===== src/rtl/pipelined_adder_if.sv =====
// pipelined_adder_if: valid/ready operand and result bus for pipelined_adder.
// Carries the sub control only when ADDER_SUB_EN is defined.
interface pipelined_adder_if #(
    parameter int WIDTH = 32
);
    logic             in_valid;
    logic             in_ready;
    logic [WIDTH-1:0] a;
    logic [WIDTH-1:0] b;
    logic             cin;
    logic             out_valid;
    logic             out_ready;
    logic [WIDTH-1:0] sum;
    logic             cout;
    logic             ovf;
`ifdef ADDER_SUB_EN
    logic             sub;
    modport master (output in_valid, a, b, cin, sub, out_ready, input in_ready, out_valid, sum, cout, ovf);
    modport slave  (input in_valid, a, b, cin, sub, out_ready, output in_ready, out_valid, sum, cout, ovf);
`else
    modport master (output in_valid, a, b, cin, out_ready, input in_ready, out_valid, sum, cout, ovf);
    modport slave  (input in_valid, a, b, cin, out_ready, output in_ready, out_valid, sum, cout, ovf);
`endif
endinterface


===== src/rtl/pipelined_adder.sv =====
// pipelined_adder: ripple-carry adder split into STAGES slices, one slice per stage, valid/ready flow control.
// Optional ADDER_SUB_EN adds a sub input (a - b - cin) that is folded into b and cin at entry.
module pipelined_adder #(
    parameter int WIDTH  = 32,
    parameter int STAGES = 4
) (
    input logic clk,
    input logic rst,
    pipelined_adder_if.slave bus
);
    localparam int SW = WIDTH / STAGES;
    logic              advance;
    logic [WIDTH-1:0]  b_eff;
    logic              cin_eff;
    logic [STAGES-1:0] v;
    logic [STAGES-1:0] c;
    // [stage][slice]: operands skew down the pipe, finished sum slices travel alongside
    logic [SW-1:0]     a_sl [STAGES][STAGES];
    logic [SW-1:0]     b_sl [STAGES][STAGES];
    logic [SW-1:0]     s_sl [STAGES][STAGES];
`ifdef ADDER_SUB_EN
    assign b_eff   = bus.sub ? ~bus.b : bus.b;
    assign cin_eff = bus.cin ^ bus.sub;
`else
    assign b_eff   = bus.b;
    assign cin_eff = bus.cin;
`endif
    assign advance       = bus.out_ready | ~v[STAGES-1];
    assign bus.in_ready  = advance;
    assign bus.out_valid = v[STAGES-1];
    assign bus.cout      = c[STAGES-1];
    assign bus.ovf       = (a_sl[STAGES-1][STAGES-1][SW-1] == b_sl[STAGES-1][STAGES-1][SW-1]) &
                           (s_sl[STAGES-1][STAGES-1][SW-1] != a_sl[STAGES-1][STAGES-1][SW-1]);
    for (genvar j = 0; j < STAGES; j++) begin : g_out
        assign bus.sum[j*SW +: SW] = s_sl[STAGES-1][j];
    end
    for (genvar k = 0; k < STAGES; k++) begin : g_stage
        logic [SW-1:0] ai [STAGES];
        logic [SW-1:0] bi [STAGES];
        logic [SW-1:0] si [STAGES];
        logic [SW-1:0] so [STAGES];
        logic          ci;
        logic          vi;
        logic [SW:0]   r;
        if (k == 0) begin : g_in
            for (genvar j = 0; j < STAGES; j++) begin : g_s
                assign ai[j] = bus.a[j*SW +: SW];
                assign bi[j] = b_eff[j*SW +: SW];
                assign si[j] = '0;
            end
            assign ci = cin_eff;
            assign vi = bus.in_valid;
        end else begin : g_pipe
            assign ai = a_sl[k-1];
            assign bi = b_sl[k-1];
            assign si = s_sl[k-1];
            assign ci = c[k-1];
            assign vi = v[k-1];
        end
        assign r = {1'b0, ai[k]} + {1'b0, bi[k]} + {{SW{1'b0}}, ci};
        always_comb begin
            so    = si;
            so[k] = r[SW-1:0];
        end
        always_ff @(posedge clk) begin
            if (rst) begin
                v[k]    <= 1'b0;
                c[k]    <= 1'b0;
                a_sl[k] <= '{default: '0};
                b_sl[k] <= '{default: '0};
                s_sl[k] <= '{default: '0};
            end else if (advance) begin
                v[k]    <= vi;
                c[k]    <= r[SW];
                a_sl[k] <= ai;
                b_sl[k] <= bi;
                s_sl[k] <= so;
            end
        end
    end
endmodule

===== src/flat_wrapper.sv =====
// flat-port wrapper written by rule: the top's interface ports become plain ports
module pipelined_adder_flat 
#(
    parameter int WIDTH  = 32,
    parameter int STAGES = 4
)
  (clk, rst, bus_in_valid, bus_a, bus_b, bus_cin, bus_out_ready, bus_in_ready, bus_out_valid, bus_sum, bus_cout, bus_ovf);
  pipelined_adder_if #(.WIDTH(WIDTH)) bus_i ();
  input logic clk;
  input logic rst;
  input wire logic [$bits(bus_i.in_valid)-1:0] bus_in_valid;
  input wire logic [$bits(bus_i.a)-1:0] bus_a;
  input wire logic [$bits(bus_i.b)-1:0] bus_b;
  input wire logic [$bits(bus_i.cin)-1:0] bus_cin;
  input wire logic [$bits(bus_i.out_ready)-1:0] bus_out_ready;
  output wire logic [$bits(bus_i.in_ready)-1:0] bus_in_ready;
  output wire logic [$bits(bus_i.out_valid)-1:0] bus_out_valid;
  output wire logic [$bits(bus_i.sum)-1:0] bus_sum;
  output wire logic [$bits(bus_i.cout)-1:0] bus_cout;
  output wire logic [$bits(bus_i.ovf)-1:0] bus_ovf;
  assign bus_i.in_valid = bus_in_valid;
  assign bus_i.a = bus_a;
  assign bus_i.b = bus_b;
  assign bus_i.cin = bus_cin;
  assign bus_i.out_ready = bus_out_ready;
  assign bus_in_ready = bus_i.in_ready;
  assign bus_out_valid = bus_i.out_valid;
  assign bus_sum = bus_i.sum;
  assign bus_cout = bus_i.cout;
  assign bus_ovf = bus_i.ovf;
  pipelined_adder #(.WIDTH(WIDTH), .STAGES(STAGES)) u_core (.clk(clk), .rst(rst), .bus(bus_i));
endmodule

===== config.mk =====
export PLATFORM = sky130hd
export DESIGN_NAME = pipelined_adder_flat
export DESIGN_NICKNAME = d
export VERILOG_FILES = /design/src/rtl/pipelined_adder_if.sv /design/src/rtl/pipelined_adder.sv /design/src/flat_wrapper.sv
export SDC_FILE = /design/constraint.sdc
export NUM_CORES = 1
export LEC_CHECK = 0
export BUFFER_PORTS_ARGS = -buffer_cell sky130_fd_sc_hd__buf_2
export CORE_MARGIN = 5
export CORE_UTILIZATION = 29
export CTS_BUF_LIST = sky130_fd_sc_hd__clkbuf_4 sky130_fd_sc_hd__clkbuf_8 sky130_fd_sc_hd__clkbuf_16
export CTS_CLUSTER_SIZE = 16
export DETAILED_ROUTE_END_ITERATION = 8
export GPL_TIMING_DRIVEN = 0
export HOLD_SLACK_MARGIN = 0.02
export PLACE_DENSITY = 0.5
export SYNTH_ARGS = -nofsm -noshare
export SYNTH_HDL_FRONTEND = slang
export SYNTH_SLANG_ARGS = --single-unit

===== constraint.sdc =====
create_clock -name clk -period 16.07 [get_ports clk]
set_input_delay 1.607 -clock clk [delete_from_list [all_inputs] [get_ports clk]]
set_output_delay 1.607 -clock clk [all_outputs]
set_load 0.02 [all_outputs]

==> reports/qor.txt <==
Sw Pwr: 263 uW
Cell Rows: 61
Reg-to-reg endpoint: u_core.s_sl[3][6]
DRT iter0 DRCs: 242
Number of synthesized flops with an enable pin: 178
Switching share of total power: 24.6%
Synth warnings: 0
Max-cap violations: 0
Int Power: 807 uW
Post-Syn Nets: 695
Status: complete, no violations
Worst r2r src: u_core.a_sl[1][0]
Starting Density: 29.4%
Cells on worst reg2reg path: 7
Antenna-violating nets left: 0
Clock sinks: 186
Hold Buf Count CTS: 0
Measured slew at the worst slew-check pin: 0.755 ns
DIE AREA: 31,700 um^2
Top post-synthesis cells by area: edfxtp_1, and2_1, ha_1, nor3_1, dfxtp_1
IO Pins: 105
Routed met2 length: 7.88 mm
Worst Hold Class: flop to flop
Setup TNS: 0 ns
Seq/Total Area, Yosys: 67.2%
WHS Endpoint: u_core.g_stage[3].vi
Chip Height: 178 um
Worst reg2reg setup slack: 14.01 ns
Final Max Slew Viols: 0
Critical path peak fanout: 10
Critical Path End Type: output pin
Core area: 27,900 um^2
Hold path start: u_core.g_stage[3].vi
M1 wire length: 7.37 mm
Max transition margin: 49.7%
Minimum clock period: 4.30 ns
Hold path cells: 2
Multi-input gate area: 2530 um^2
Clk pwr share: 39.1%
Top sig layer: met4
Asr flop ratio synth: 0%
Met3 WL: 996 um
Post-synthesis cell count: 590
Layout cell share with drive strength beyond 1: 20.9%
Ys flop type: edfxtp_1
Total CTS buffers: 17
DR vias: 4,701
Worst Hold Margin: 0.457 ns
Dominant cell type by area after synthesis: edfxtp_1
Clock latency on the worst-skew pair: 0.44 ns
DRT Pass-1 Iters: 4
VDD IR max: 0.0475 mV
Endpoints failing setup: 0
Max H-tree Level: 4
Final hold viol count: 0
Syn avg cell area: 13.9 um^2
Crit Path Category: input pin to output pin
Crit start category: input pin
Yosys top cell area share: 65.3%
Overflow after GRT: 0
Sequential Power Share: 53.0%
Nets@finish: 821
Netlist cell types: 30
F_max: 0.233 GHz
Area Overhead vs Synth: 20.7%
CTS resizes: 0
DR WL/cell: 14.8 um
P per Cell Area: 108 nW/um^2
RSZ-0062 raised after global routing: false
Gpl congestion: 0.727
Initial antenna violation count: 0
Post-route DRC: 0
CP arrival: 2.69 ns
Via density: 4.24
Count leader, synth: edfxtp_1
Clk buf depth: 2
Clk slew on worst S/H paths: 0.07 ns
Die Width: 178 um
First-pass GRT wire length: 25.2 mm
Total Routing Usage GR: 10.7%
Reg area: 5510 um^2
Area of the mapped netlist: 8190 um^2
Leakage: 4.20 nW
# fillers: 2,757
Port Buf Inserts: 104
Clk root buf: clkbuf_16
HPWL after DPL: 11.6 mm
Synth Register Bits: 186
Combinational share of power: 7.9%
Most frequent cells after synthesis: edfxtp_1, and2_1, nor3_1
Postcts setup bufs: 0
Vias in the first global route: 4,603
Worst EP required: 14.46 ns
Fin crit share: 26.8%
Fin Clk Skew: 0.0127 ns
WL final: 16.4 mm
CTS tree: done
Largest net degree at the start of global routing: 59
==> through the flow <==
stage,power [mW],instance area (um^2),std cells,worst slack (ns),util [%]
final,1.07,9890,1110,11.77,35.5
after CTS,1.08,9880,1107,11.77,35.5
after global placement,0.664,9180,1072,7.37,33.0
after detailed placement,0.665,9270,1075,11.76,33.3
after global routing,1.12,9880,1107,11.68,35.5
after floorplan,0.632,8190,590,9.36,-
==> logic make-up after synthesis <==
family | synth area share, %
and+or+nand+nor | 17.6
DFF | 67.2
AOI/OAI and AO/OA | 6.97
buffers and inverters | 1.97
adders and majority gates | 6.23
==> worst max-delay path, cell delays in order <==
cell and delay, ns:
buf_2 0.11, nor2b_4 0.25, clkinv_2 0.15, clkbuf_1 0.29, buf_2 0.27
==> final cells by class <==
type	instances	area share, %
Clock inverter	15	1.82
Multi-Input combinational cell	365	25.6
Buffer	22	0.974
Clock buffer	17	4.30
Antenna cell	3	0.0759
Timing Repair Buffer	107	6.10
Tap cell	378	4.78
Sequential cell	186	55.7
Inverter	17	0.658
==> flip-flops by register name, indices dropped and copies added, names as in the netlist <==
name / count
u_core.g_stage.ci: 3
u_core.s_sl: 80
u_core.b_sl: 49
u_core.g_stage.vi: 3
u_core.bus.cout: 1
u_core.bus.out_valid: 1
u_core.a_sl: 49
==> power by group through the flow <==
stage	registers [mW]	clock network [mW]	logic [mW]
finish	0.567	0.418	0.0848
global route	0.570	0.453	0.0960
CTS	0.567	0.430	0.0872
detailed placement	0.578	0	0.0867
global placement	0.579	0	0.0856
floorplan	0.583	0	0.0492
==> layer usage <==
| layer | up-vias | global-route usage (%) |
|---|---|---|
| li1 | 2396 | - |
| met1 | 2193 | 14.0 |
| met2 | 100 | 17.5 |
| met3 | 12 | 2.69 |
| met4 | 0 | 3.09 |
| met5 | - | 0 |
==> worst max path at each step <==
stage / startpoint / to / cells past startpoint
CTS: bus_out_ready / bus_in_ready / 5
detailed placement: bus_out_ready / bus_in_ready / 5
global placement: rst / u_core.b_sl[0][11] / 3
finish: bus_out_ready / bus_in_ready / 5
floorplan: rst / u_core.a_sl[0][0] / 2
global route: bus_out_ready / bus_in_ready / 5
==> cells in the final DEF (no fill, tap or decap), types with 12 or more instances in the layout <==
cell type,count
a21oi_1,15
and2_1,150
buf_2,109
clkbuf_1,16
clkbuf_16,17
edfxtp_1,178
ha_1,28
inv_1,16
nand2_1,12
nor2_1,15
nor2b_1,12
nor3_1,40
o21a_1,16
o21ai_0,13
(Power assumes the default switching activity.)
